File: config.mk
export PLATFORM = sky130hd
export DESIGN_NAME = lc3_fetch_prefetch_flat
export DESIGN_NICKNAME = d
export VERILOG_FILES = /design/src/rtl/lc3_fetch_prefetch_pkg.sv /design/src/rtl/lc3_fetch_prefetch_if.sv /design/src/rtl/lc3_fetch_prefetch_fifo.sv /design/src/rtl/lc3_fetch_prefetch.sv /design/src/flat_wrapper.sv
export SDC_FILE = /design/constraint.sdc
export NUM_CORES = 1
export LEC_CHECK = 0
export ABC_AREA = 1
export BUFFER_PORTS_ARGS = -buffer_cell sky130_fd_sc_hd__buf_2
export CORE_MARGIN = 8
export CORE_UTILIZATION = 40
export DETAILED_ROUTE_END_ITERATION = 16
export PLACE_DENSITY = 0.7
export SYNTH_ARGS = -nofsm -noshare
export SYNTH_HDL_FRONTEND = slang
export SYNTH_SLANG_ARGS = --single-unit
File: constraint.sdc
create_clock -name clk -period 2.8 [get_ports clk]
set_input_delay 0.28 -clock clk [delete_from_list [all_inputs] [get_ports clk]]
set_output_delay 0.28 -clock clk [all_outputs]
set_load 0.005 [all_outputs]
File: src/rtl/lc3_fetch_prefetch_pkg.sv
// Shared constants and helpers for the LC-3 fetch/prefetch slice:
// opcode values of the control-flow instructions and offset sign extension.
package lc3_fetch_prefetch_pkg;

  localparam int OPC_W = 4;

  localparam logic [OPC_W-1:0] OP_BR  = 4'b0000;
  localparam logic [OPC_W-1:0] OP_JSR = 4'b0100;
  localparam logic [OPC_W-1:0] OP_JMP = 4'b1100;

  // PCoffset9 of BR, widened to 32 bits so callers can truncate to any PC width
  function automatic logic [31:0] sext9(input logic [8:0] v);
    return {{23{v[8]}}, v};
  endfunction

  // PCoffset11 of JSR, widened the same way
  function automatic logic [31:0] sext11(input logic [10:0] v);
    return {{21{v[10]}}, v};
  endfunction

endpackage

File: src/rtl/lc3_fetch_prefetch_if.sv
// Bundle of every non-clock signal of the fetch unit: execute-side redirect
// inputs, instruction memory read port and the decode-side head of queue.
// The master modport is the fetch unit; slave is its environment.
interface lc3_fetch_prefetch_if #(
  parameter int ADDR_W = 16,
  parameter int DATA_W = 16,
  parameter int DEPTH  = 4
);
  localparam int CNT_W = $clog2(DEPTH) + 1;

  logic              fetch_en;
  logic              resolve_valid;
  logic [ADDR_W-1:0] resolve_pc;
  logic [3:0]        opCode_in;
  logic [11:0]       offset_in;
  logic [ADDR_W-1:0] reg_in;
  logic [2:0]        br_nzp;
  logic [2:0]        result_nzp;
  logic [ADDR_W-1:0] addr_out;
  logic              rd_req;
  logic              wea_out;
  logic              mem_rvalid;
  logic [DATA_W-1:0] mem_rdata;
  logic              instr_valid;
  logic              instr_ready;
  logic [DATA_W-1:0] instr_out;
  logic [ADDR_W-1:0] instr_pc;
  logic [ADDR_W-1:0] pc;
  logic              redirect_out;
  logic [CNT_W-1:0]  fifo_count;

  modport master (
    input  fetch_en, resolve_valid, resolve_pc, opCode_in, offset_in, reg_in,
           br_nzp, result_nzp, mem_rvalid, mem_rdata, instr_ready,
    output addr_out, rd_req, wea_out, instr_valid, instr_out, instr_pc, pc,
           redirect_out, fifo_count
  );

  modport slave (
    output fetch_en, resolve_valid, resolve_pc, opCode_in, offset_in, reg_in,
           br_nzp, result_nzp, mem_rvalid, mem_rdata, instr_ready,
    input  addr_out, rd_req, wea_out, instr_valid, instr_out, instr_pc, pc,
           redirect_out, fifo_count
  );

endinterface

File: src/rtl/lc3_fetch_prefetch_fifo.sv
// Show-ahead synchronous FIFO holding {pc, instruction} pairs.
// A flush empties it in one edge and wins over a push or pop in that cycle.
module lc3_fetch_prefetch_fifo #(
  parameter int WIDTH = 32,
  parameter int DEPTH = 4
) (
  input  logic                       clk,
  input  logic                       rst,
  input  logic                       flush_i,
  input  logic                       push_i,
  input  logic [WIDTH-1:0]           wdata_i,
  input  logic                       pop_i,
  output logic [WIDTH-1:0]           rdata_o,
  output logic                       valid_o,
  output logic [$clog2(DEPTH):0]     count_o
);
  localparam int PTR_W = $clog2(DEPTH);
  localparam int CNT_W = PTR_W + 1;

  logic [WIDTH-1:0] store_q [DEPTH];
  logic [PTR_W-1:0] wrPtr_q, wrPtr_d;
  logic [PTR_W-1:0] rdPtr_q, rdPtr_d;
  logic [CNT_W-1:0] count_q, count_d;
  logic             doPush;
  logic             doPop;

  assign doPop   = pop_i && (count_q != '0);
  assign doPush  = push_i && ((count_q < CNT_W'(DEPTH)) || doPop);
  assign valid_o = (count_q != '0);
  assign count_o = count_q;
  assign rdata_o = store_q[rdPtr_q];

  // Next pointers and occupancy; a flush resets all three
  always_comb begin
    wrPtr_d = wrPtr_q;
    rdPtr_d = rdPtr_q;
    count_d = count_q;
    if (flush_i) begin
      wrPtr_d = '0;
      rdPtr_d = '0;
      count_d = '0;
    end else begin
      if (doPush) wrPtr_d = wrPtr_q + PTR_W'(1);
      if (doPop)  rdPtr_d = rdPtr_q + PTR_W'(1);
      if (doPush && !doPop)      count_d = count_q + CNT_W'(1);
      else if (doPop && !doPush) count_d = count_q - CNT_W'(1);
    end
  end

  // Pointer and occupancy registers
  always_ff @(posedge clk or posedge rst) begin
    if (rst) begin
      wrPtr_q <= '0;
      rdPtr_q <= '0;
      count_q <= '0;
    end else begin
      wrPtr_q <= wrPtr_d;
      rdPtr_q <= rdPtr_d;
      count_q <= count_d;
    end
  end

  // Storage array; contents are meaningless while count is zero, so no reset
  always_ff @(posedge clk) begin
    if (doPush && !flush_i) store_q[wrPtr_q] <= wdata_i;
  end

endmodule

File: src/rtl/lc3_fetch_prefetch.sv
// LC-3 fetch unit: issues one outstanding instruction read at a time, buffers
// returned words in a prefetch queue and redirects on taken BR/JMP/JSR,
// discarding the stale word of a read that was in flight at the redirect.
module lc3_fetch_prefetch
  import lc3_fetch_prefetch_pkg::*;
#(
  parameter int                ADDR_W   = 16,
  parameter int                DATA_W   = 16,
  parameter int                DEPTH    = 4,
  parameter logic [ADDR_W-1:0] RESET_PC = '0
) (
  input logic                  clk,
  input logic                  rst,
  lc3_fetch_prefetch_if.master bus
);
  localparam int CNT_W = $clog2(DEPTH) + 1;

  logic [ADDR_W-1:0] pc_q, pc_d;
  logic [ADDR_W-1:0] addr_q, addr_d;
  logic [ADDR_W-1:0] reqPc_q, reqPc_d;
  logic              rdReq_q, rdReq_d;
  logic              pending_q, pending_d;
  logic              drop_q, drop_d;
  logic              redirect_q, redirect_d;

  logic              taken;
  logic [ADDR_W-1:0] target;
  logic [ADDR_W-1:0] pcPlus1;
  logic [ADDR_W-1:0] brOff;
  logic [ADDR_W-1:0] jsrOff;
  logic              issue;
  logic              resp;
  logic              push;
  logic              pop;
  logic [CNT_W-1:0]  fifoCount;
  logic [CNT_W:0]    occupancy;
  logic              headValid;
  logic [ADDR_W+DATA_W-1:0] headData;

  assign pcPlus1 = bus.resolve_pc + ADDR_W'(1);
  assign brOff   = ADDR_W'(sext9(bus.offset_in[8:0]));
  assign jsrOff  = ADDR_W'(sext11(bus.offset_in[10:0]));

  // Decide whether the resolved instruction changes control flow, and where to
  always_comb begin
    taken  = 1'b0;
    target = bus.reg_in;
    if (bus.resolve_valid) begin
      case (bus.opCode_in)
        OP_BR: begin
          taken  = |(bus.br_nzp & bus.result_nzp);
          target = pcPlus1 + brOff;
        end
        OP_JMP: begin
          taken  = 1'b1;
          target = bus.reg_in;
        end
        OP_JSR: begin
          taken  = 1'b1;
          target = bus.offset_in[11] ? (pcPlus1 + jsrOff) : bus.reg_in;
        end
        default: begin
          taken  = 1'b0;
          target = bus.reg_in;
        end
      endcase
    end
  end

  // Counting the in-flight read against capacity guarantees its word has a slot
  assign occupancy = {1'b0, fifoCount} + {{CNT_W{1'b0}}, pending_q};
  assign issue     = bus.fetch_en && !pending_q && !taken
                     && (occupancy < (CNT_W+1)'(DEPTH));
  assign resp      = bus.mem_rvalid && pending_q;
  assign push      = resp && !drop_q && !taken;
  assign pop       = headValid && bus.instr_ready;

  // Next-state of PC, request and in-flight bookkeeping; a redirect overrides
  always_comb begin
    pc_d       = pc_q;
    addr_d     = addr_q;
    reqPc_d    = reqPc_q;
    rdReq_d    = issue;
    pending_d  = pending_q;
    drop_d     = drop_q;
    redirect_d = taken;
    if (resp) begin
      pending_d = 1'b0;
      drop_d    = 1'b0;
    end
    if (issue) begin
      pending_d = 1'b1;
      reqPc_d   = pc_q;
      addr_d    = pc_q;
      pc_d      = pc_q + ADDR_W'(1);
    end
    if (taken) begin
      pc_d   = target;
      drop_d = pending_q && !resp;
    end
  end

  // Fetch state registers
  always_ff @(posedge clk or posedge rst) begin
    if (rst) begin
      pc_q       <= RESET_PC;
      addr_q     <= '0;
      reqPc_q    <= '0;
      rdReq_q    <= 1'b0;
      pending_q  <= 1'b0;
      drop_q     <= 1'b0;
      redirect_q <= 1'b0;
    end else begin
      pc_q       <= pc_d;
      addr_q     <= addr_d;
      reqPc_q    <= reqPc_d;
      rdReq_q    <= rdReq_d;
      pending_q  <= pending_d;
      drop_q     <= drop_d;
      redirect_q <= redirect_d;
    end
  end

  lc3_fetch_prefetch_fifo #(
    .WIDTH (ADDR_W + DATA_W),
    .DEPTH (DEPTH)
  ) u_fifo (
    .clk     (clk),
    .rst     (rst),
    .flush_i (taken),
    .push_i  (push),
    .wdata_i ({reqPc_q, bus.mem_rdata}),
    .pop_i   (pop),
    .rdata_o (headData),
    .valid_o (headValid),
    .count_o (fifoCount)
  );

  assign bus.addr_out     = addr_q;
  assign bus.rd_req       = rdReq_q;
  assign bus.wea_out      = 1'b0;
  assign bus.instr_valid  = headValid;
  assign bus.instr_out    = headData[DATA_W-1:0];
  assign bus.instr_pc     = headData[DATA_W +: ADDR_W];
  assign bus.pc           = pc_q;
  assign bus.redirect_out = redirect_q;
  assign bus.fifo_count   = fifoCount;

endmodule

File: src/flat_wrapper.sv
// flat-port wrapper written by rule: the top's interface ports become plain ports
module lc3_fetch_prefetch_flat import lc3_fetch_prefetch_pkg::*;
#(
  parameter int                ADDR_W   = 16,
  parameter int                DATA_W   = 16,
  parameter int                DEPTH    = 4,
  parameter logic [ADDR_W-1:0] RESET_PC = '0
)
  (clk, rst, bus_fetch_en, bus_resolve_valid, bus_resolve_pc, bus_opCode_in, bus_offset_in, bus_reg_in, bus_br_nzp, bus_result_nzp, bus_mem_rvalid, bus_mem_rdata, bus_instr_ready, bus_addr_out, bus_rd_req, bus_wea_out, bus_instr_valid, bus_instr_out, bus_instr_pc, bus_pc, bus_redirect_out, bus_fifo_count);
  lc3_fetch_prefetch_if #(.ADDR_W(ADDR_W), .DATA_W(DATA_W), .DEPTH(DEPTH)) bus_i ();
  input logic clk;
  input logic rst;
  input wire logic [$bits(bus_i.fetch_en)-1:0] bus_fetch_en;
  input wire logic [$bits(bus_i.resolve_valid)-1:0] bus_resolve_valid;
  input wire logic [$bits(bus_i.resolve_pc)-1:0] bus_resolve_pc;
  input wire logic [$bits(bus_i.opCode_in)-1:0] bus_opCode_in;
  input wire logic [$bits(bus_i.offset_in)-1:0] bus_offset_in;
  input wire logic [$bits(bus_i.reg_in)-1:0] bus_reg_in;
  input wire logic [$bits(bus_i.br_nzp)-1:0] bus_br_nzp;
  input wire logic [$bits(bus_i.result_nzp)-1:0] bus_result_nzp;
  input wire logic [$bits(bus_i.mem_rvalid)-1:0] bus_mem_rvalid;
  input wire logic [$bits(bus_i.mem_rdata)-1:0] bus_mem_rdata;
  input wire logic [$bits(bus_i.instr_ready)-1:0] bus_instr_ready;
  output wire logic [$bits(bus_i.addr_out)-1:0] bus_addr_out;
  output wire logic [$bits(bus_i.rd_req)-1:0] bus_rd_req;
  output wire logic [$bits(bus_i.wea_out)-1:0] bus_wea_out;
  output wire logic [$bits(bus_i.instr_valid)-1:0] bus_instr_valid;
  output wire logic [$bits(bus_i.instr_out)-1:0] bus_instr_out;
  output wire logic [$bits(bus_i.instr_pc)-1:0] bus_instr_pc;
  output wire logic [$bits(bus_i.pc)-1:0] bus_pc;
  output wire logic [$bits(bus_i.redirect_out)-1:0] bus_redirect_out;
  output wire logic [$bits(bus_i.fifo_count)-1:0] bus_fifo_count;
  assign bus_i.fetch_en = bus_fetch_en;
  assign bus_i.resolve_valid = bus_resolve_valid;
  assign bus_i.resolve_pc = bus_resolve_pc;
  assign bus_i.opCode_in = bus_opCode_in;
  assign bus_i.offset_in = bus_offset_in;
  assign bus_i.reg_in = bus_reg_in;
  assign bus_i.br_nzp = bus_br_nzp;
  assign bus_i.result_nzp = bus_result_nzp;
  assign bus_i.mem_rvalid = bus_mem_rvalid;
  assign bus_i.mem_rdata = bus_mem_rdata;
  assign bus_i.instr_ready = bus_instr_ready;
  assign bus_addr_out = bus_i.addr_out;
  assign bus_rd_req = bus_i.rd_req;
  assign bus_wea_out = bus_i.wea_out;
  assign bus_instr_valid = bus_i.instr_valid;
  assign bus_instr_out = bus_i.instr_out;
  assign bus_instr_pc = bus_i.instr_pc;
  assign bus_pc = bus_i.pc;
  assign bus_redirect_out = bus_i.redirect_out;
  assign bus_fifo_count = bus_i.fifo_count;
  lc3_fetch_prefetch #(.ADDR_W(ADDR_W), .DATA_W(DATA_W), .DEPTH(DEPTH), .RESET_PC(RESET_PC)) u_core (.clk(clk), .rst(rst), .bus(bus_i));
endmodule
==> out/summary.txt, run 1 <==
outcome -> completed
Fmax -> 0.403 GHz
Setup WS pre-CTS -> -68.5 ps
row cnt -> 54
Clock transition at path regs -> 70 ps
filler cell count -> 2042
crit path kind -> in -> reg
Worst path slowest cell -> ha_1
worst flop-to-flop path startpoint -> u_core.u_fifo.count_o[2]
root buffer cell -> clkbuf_16
clk_skew -> 9.55 ps
CP max stage delay -> 350 ps
most common cell after layout, fill and taps aside -> nand2_1
H-tree depth -> 4
Post-Syn Instances -> 951
Inserted Clock Buffers -> 17
HPWL after DPL -> 17300 µm
maximum VDD drop -> 521 µV
cts hold-fix bufs -> 1
Setup crit end kind -> flip-flop
initial antenna violation count -> 3
setup ws final -> 321 ps
Worst EP arrival -> 2790 ps
die area -> 27300 µm²
Synth Area per Inst -> 9.36 µm²
syn_nets -> 1060
Min Clock Period, post-route -> 2480 ps
Most used DFF post-synth -> edfxtp_1
worst reg-to-reg path cell count -> 8
Async S/R FF share, synth -> 25.1%
final instance area -> 10700 µm²
Initial Util -> 40.8%
Cell Area, Synth -> 8900 µm²
clk_lat worst skew -> 410 ps
synthesized flop and latch total -> 171
Overflow after GRT -> 0
CP Depth -> 18
Via-to-Cell Ratio -> 5.03
Detail Route Antenna Nets -> 0
Vias -> 7046
global-route wire length before repair -> 35600 µm
Ys Warns -> 0
unrepaired setup endpoints after global routing -> false
Final period util -> 88.5%
WHS -> 81.0 ps
Remaining DRCs -> 0
vias in the first global route -> 6755
Slew @ Worst Pin -> 942 ps
Setup TNS -> 0 ps
endpoints failing setup -> 0
Placed Area -> 10100 µm²
synthesis-to-finish area growth -> 19.8%
die height -> 165 µm
EDFF count, synth -> 128
worst endpoint required time -> 3110 ps
Pwr Density -> 866 nW/µm²
max_slew headroom -> 36.8%
Slew Limit Fails -> 0
total wire length -> 23100 µm
clk sink count -> 171
Core ar. -> 21800 µm²
Critical Path, Cell by Cell -> buf_2 > ha_1 > nand2_1 > nor2_1 > nand3_1 > nor3b_2 > nand3_1 > xnor2_1 > ha_1 > nand2_1 > nand2_1 > o21bai_1 > a21oi_1 > a21oi_1 > o21ai_0 > nand2_1 > nand2_1 > nand2_1
Synth cell types -> 49
DIE WIDTH -> 165 µm
max-cap violation count -> 0
cts repair resizes -> 0
R2R Path End -> u_core.u_fifo.store_q[2][20]
static leakage -> 4.62 nW
CP startpoint kind -> primary input
final count of hold timing violations -> 0
clk buf depth -> 2
reg2reg setup slack -> 580 ps
Worst setup endpoint -> u_core.bus.pc[13]
Wirelength per Cell -> 16.5 µm
CTS tree -> yes
iteration-0 DRC count of the detailed router -> 387
post-synthesis sequential area ratio -> 55.3%
most frequent cells in the layout -> nand2_1 (172), buf_2 (145), nor2_1 (128), edfxtp_1 (128), o21ai_0 (86)
layout cells sized above 1 -> 21.1%
critical path's top delay family -> simple AND/OR/NAND/NOR gates
crit path max fanout -> 5
WP buf/inv -> 1
Pre-antenna DRT Iters -> 7
pin count of the biggest net entering global routing -> 42
Placer Congestion -> 0.939
Ports -> 147
total global-route track usage -> 16.7%
total setup buffers inserted after CTS -> 0
beginning of the critical path -> bus_resolve_pc[0]
Port Buffers -> 145
NumNets Final -> 1216
Critical Path Most Common Cell -> nand2_1
Hold Crit Class -> in -> reg
[where the power goes]
| group | switching (W) | internal [W] | total, W | leakage [nW] |
|---|---|---|---|---|
| logic | 0.00202 | 0.00122 | 0.00324 | 2.65 |
| registers | 0.000372 | 0.00331 | 0.00368 | 1.68 |
| clock network | 0.000942 | 0.00137 | 0.00231 | 0.290 |
[logic make-up (layout without fill, tap and decap cells)]
family / Yosys count / count (layout) / share of synthesized area [%]
xor+xnor: 22 / 22 / 2.16
fa+ha+maj: 33 / 33 / 4.81
other cells: 1 / 2 / 0.0421
buf+inv: 123 / 292 / 5.60
flops: 171 / 171 / 55.3
simple gates: 396 / 396 / 19.4
compound gates: 205 / 205 / 12.7
[cell type report]
type / instances / area (µm²) / area share [%]
well taps: 280 / 350 / 3.29
diodes: 1 / 2.50 / 0.0235
multi-input cells: 657 / 3510 / 32.9
clock inverters: 13 / 139 / 1.30
repair buffers: 167 / 931 / 8.73
flip-flops and latches: 171 / 4920 / 46.2
inverters: 93 / 354 / 3.32
clock buffers: 19 / 453 / 4.25
[metal layers]
metal | vias up | share of wire [%] | GRT usage, %
li1 | 3572 | - | -
met2 | 173 | 49 | 29.4
met5 | - | 0.10 | 0
met1 | 3261 | 43 | 19.9
met4 | 4 | 1.9 | 5.61
met3 | 36 | 6.1 | 3.59
[metrics by stage]
step | power [W] | cells | utilization (%)
4_1_cts | 0.00933 | 1400 | 48.8
6_report | 0.00923 | 1401 | 48.9
5_1_grt | 0.00982 | 1401 | 48.9
2_1_floorplan | 0.00555 | 951 | -
3_5_place_dp | 0.00702 | 1367 | 46.1
3_3_place_gp | 0.00695 | 1367 | 46.1
[synthesized netlist by cell type (all sizes together) (17+ instances only)]
cell type	count	share of area (%)
a21oi	49	2.8
clkbuf	19	0.80
dfrtp	43	12
edfxtp	128	43
ha	31	4.4
inv	93	4.0
nand2	178	7.8
nand3	58	3.3
nor2	140	6.5
o21ai	105	5.9
o22ai	34	2.4
xor2	17	1.7
[registers in the layout, indices dropped and copies added, names as in the netlist]
signal                   cells
u_core.bus.redirect_out      1
u_core.drop_q                1
u_core.u_fifo.store_q      128
u_core.bus.rd_req            1
u_core.u_fifo.wrPtr_q        2
u_core.u_fifo.count_o        3
u_core.pending_q             1
u_core.u_fifo.rdPtr_q        2
u_core.bus.addr_out         16
u_core.bus.pc               16
[how the worst min path moves through the flow]
stage	end	depth (start not counted)	startpoint	slack, ps
floorplan	u_core.u_fifo.store_q[0][0]	0	bus_mem_rdata[0]	380
global placement	u_core.bus.rd_req	2	rst	410
detailed placement	u_core.bus.rd_req	2	rst	410
CTS	u_core.u_fifo.store_q[1][12]	1	bus_mem_rdata[12]	70
global route	u_core.u_fifo.store_q[3][15]	1	bus_mem_rdata[15]	70
finish	u_core.u_fifo.store_q[1][12]	1	bus_mem_rdata[12]	80
No activity file was read; power rests on OpenSTA's default activity.
==> run 2: changes to the inputs <==
SYNTH_HIERARCHICAL = 1   (was unset)
==> out/summary.txt, run 2 <==
outcome -> completed
most frequent cells in the layout -> nand2_1 (208), buf_2 (145), edfxtp_1 (128)
Placed Area -> 10300 µm²
Slew @ Worst Pin -> 636 ps
Synth top area share -> 42.1%
Psw -> 0.00338 W
Cell Area, Synth -> 9130 µm²
iteration-0 DRC count of the detailed router -> 366
adder-cell area share of the yosys netlist -> 4.69%
root buffer cell -> clkbuf_16
synthesis-to-finish area growth -> 19.4%
most common cell after layout, fill and taps aside -> nand2_1
clk_skew -> 17.2 ps
most frequent cells after synthesis -> nand2_1 (208), edfxtp_1 (128), nor2_1 (112), inv_1 (98), o21ai_0 (57)
endpoints failing setup -> 0
Ys Warns -> 6
final instance area -> 10900 µm²
die height -> 167 µm
Overflow after GRT -> 0
Post-Syn Instances -> 981
row cnt -> 55
initial antenna violation count -> 0
Via-to-Cell Ratio -> 4.99
Vias -> 7194
top cells by area, synth -> edfxtp_1 (42%), dfrtp_1 (12%), nand2_1 (8.6%)
DIE WIDTH -> 167 µm
Wirelength per Cell -> 16.1 µm
NumNets Final -> 1253
max_slew headroom -> 57.6%
Internal Power -> 0.00564 W
clk buf depth -> 2
WHS -> 81.5 ps
Worst EP arrival -> 2860 ps
clk sink count -> 171
Inserted Clock Buffers -> 17
vias in the first global route -> 7230
Clock transition at path regs -> 70 ps
synthesized flop and latch total -> 171
Ports -> 147
H-tree depth -> 4
Final period util -> 89.4%
Core ar. -> 22500 µm²
number of flip-flops in the largest register -> 128
die area -> 27900 µm²
Synth Area in Compound Gates -> 11.0%
max-cap violation count -> 0
setup ws final -> 297 ps
post-synthesis xor/xnor area fraction -> 1.92%
post-synthesis sequential area ratio -> 53.9%
most common cell in the netlist -> nand2_1
Largest Register -> u_core/u_fifo/store_q
mux cell area share after synthesis -> 0%
main combinational cell family by area after synthesis -> simple AND/OR/NAND/NOR gates
Detail Route Antenna Nets -> 0
Hold Crit Class -> in -> reg
Synth Area per Inst -> 9.30 µm²
HPWL after DPL -> 17500 µm
Min Clock Period, post-route -> 2500 ps
Post-Synth Simple-Gate Area -> 21.6%
Setup crit end kind -> flip-flop
syn_nets -> 1090
Reg power frac -> 40.5%
final count of hold timing violations -> 0
Initial Util -> 40.6%
clk_lat worst skew -> 420 ps
pin count of the biggest net entering global routing -> 68
clock power share -> 24.9%
sw frac -> 37.5%
total global-route track usage -> 16.7%
EDFF count, synth -> 128
area leader, netlist -> edfxtp_1
Fmax -> 0.400 GHz
unrepaired setup endpoints after global routing -> false
Remaining DRCs -> 0
Pre-antenna DRT Iters -> 5
maximum VDD drop -> 405 µV
Slew Limit Fails -> 0
total wire length -> 23300 µm
worst endpoint required time -> 3150 ps
crit path kind -> in -> reg
Cell Count, Final, Fillers Out -> 1442
placed insts -> 1409
global-route wire length before repair -> 37800 µm
Pwr Density -> 828 nW/µm²
Combinational Power Share -> 34.6%
Async S/R FF share, synth -> 25.1%
Placer Congestion -> 0.919
Port Buffers -> 145
CP startpoint kind -> primary input
final core utilization -> 48.4%
crit path max fanout -> 5
n_diodes -> 0
CTS tree -> yes
Most used DFF post-synth -> edfxtp_1
static leakage -> 4.75 nW
Setup WS pre-CTS -> -145 ps
layout cells sized above 1 -> 22.8%
Synth cell types -> 46
run 2: cell types whose count changed in the layout (fill, tap and decap cells not counted), sizes merged, moves of 3 or more:
cell,previous run,this run
a21oi,49,36
buf,166,172
inv,96,115
nand2,178,226
nand3,58,54
nand3b,3,6
nand4,7,11
nor2,140,124
nor3,5,12
o21ai,105,94
or2,2,6
run 2: layer usage:
metal | routed length, µm | global-route usage (%) | up-vias
li1 | - | - | 3650
met1 | 10400 | 20.8 | 3349
met4 | 174 | 3.41 | 0
met2 | 11500 | 29.6 | 179
met3 | 1220 | 3.45 | 16
met5 | 0 | 0 | -
run 2: stage by stage:
step           power [W]  setup TNS, ps
2_1_floorplan    0.00560          -7070
3_3_place_gp     0.00680          -87.0
3_5_place_dp     0.00688           -323
4_1_cts          0.00914              0
5_1_grt          0.00965              0
6_report         0.00902              0
run 2: cell families (layout without fill, tap and decap cells):
logic type      after synthesis  after routing
xor+xnor                     20             20
compound gates              178            178
buf+inv                     137            313
simple gates                441            441
other cells                   1              1
flops                       171            171
fa+ha+maj                    33             33
run 2: path summary, 6_finish.rpt:
kind / from / endpoint / slack [ps] / cells after the start
setup reg to reg: u_core/u_fifo/count_o[2] / u_core/u_fifo/store_q[0][19] / 500 / 9
min in group asynchronous: rst / u_core/u_fifo/count_o[0] / 330 / 3
hold / removal: bus_mem_rdata[13] / u_core/u_fifo/store_q[0][13] / 80 / 1
hold reg to reg: u_core/drop_q / u_core/drop_q / 550 / 2
max in group asynchronous: rst / u_core/reqPc_q[4] / 1920 / 4
setup / recovery: bus_resolve_pc[0] / u_core/bus.pc[14] / 300 / 19
run 2: layout make-up:
| cell class | count | area, µm² |
|---|---|---|
| Fill cell | 2093 | 11600 |
| Sequential cell | 171 | 4920 |
| Multi-Input combinational cell | 673 | 3620 |
| Timing Repair Buffer | 173 | 1010 |
| Clock buffer | 17 | 425 |
| Inverter | 108 | 405 |
| Tap cell | 285 | 357 |
| Clock inverter | 15 | 154 |
run 2: worst max-delay path, cell delays in order:
cell     delay, ps
buf_2           90
ha_1           190
nand3_1        160
nor3_2         200
nand4_1        170
nor2_1         210
xor2_1         250
ha_1           340
nand2_1        120
inv_1           50
nand2_1         70
nand2_1         60
a21oi_1        180
nand2_1         80
nand2_1         60
nand3_1         60
nand3_1        100
nand2_1         70
a21oi_2        110
run 2: repair_timing:
action	4_1_cts	5_1_grt
hold endpoints to repair	38	0
buffers inserted	0	0
gates resized for setup	0	1
hold buffers	1	0
setup endpoints to repair	0	1
run 2: power by group through the flow:
stage	sequential [W]	clock, W	combinational, W
6_report	0.00365	0.00224	0.00312
5_1_grt	0.00374	0.00240	0.00352
4_1_cts	0.00366	0.00229	0.00318
3_5_place_dp	0.00371	0	0.00317
3_3_place_gp	0.00369	0	0.00310
2_1_floorplan	0.00363	0	0.00197
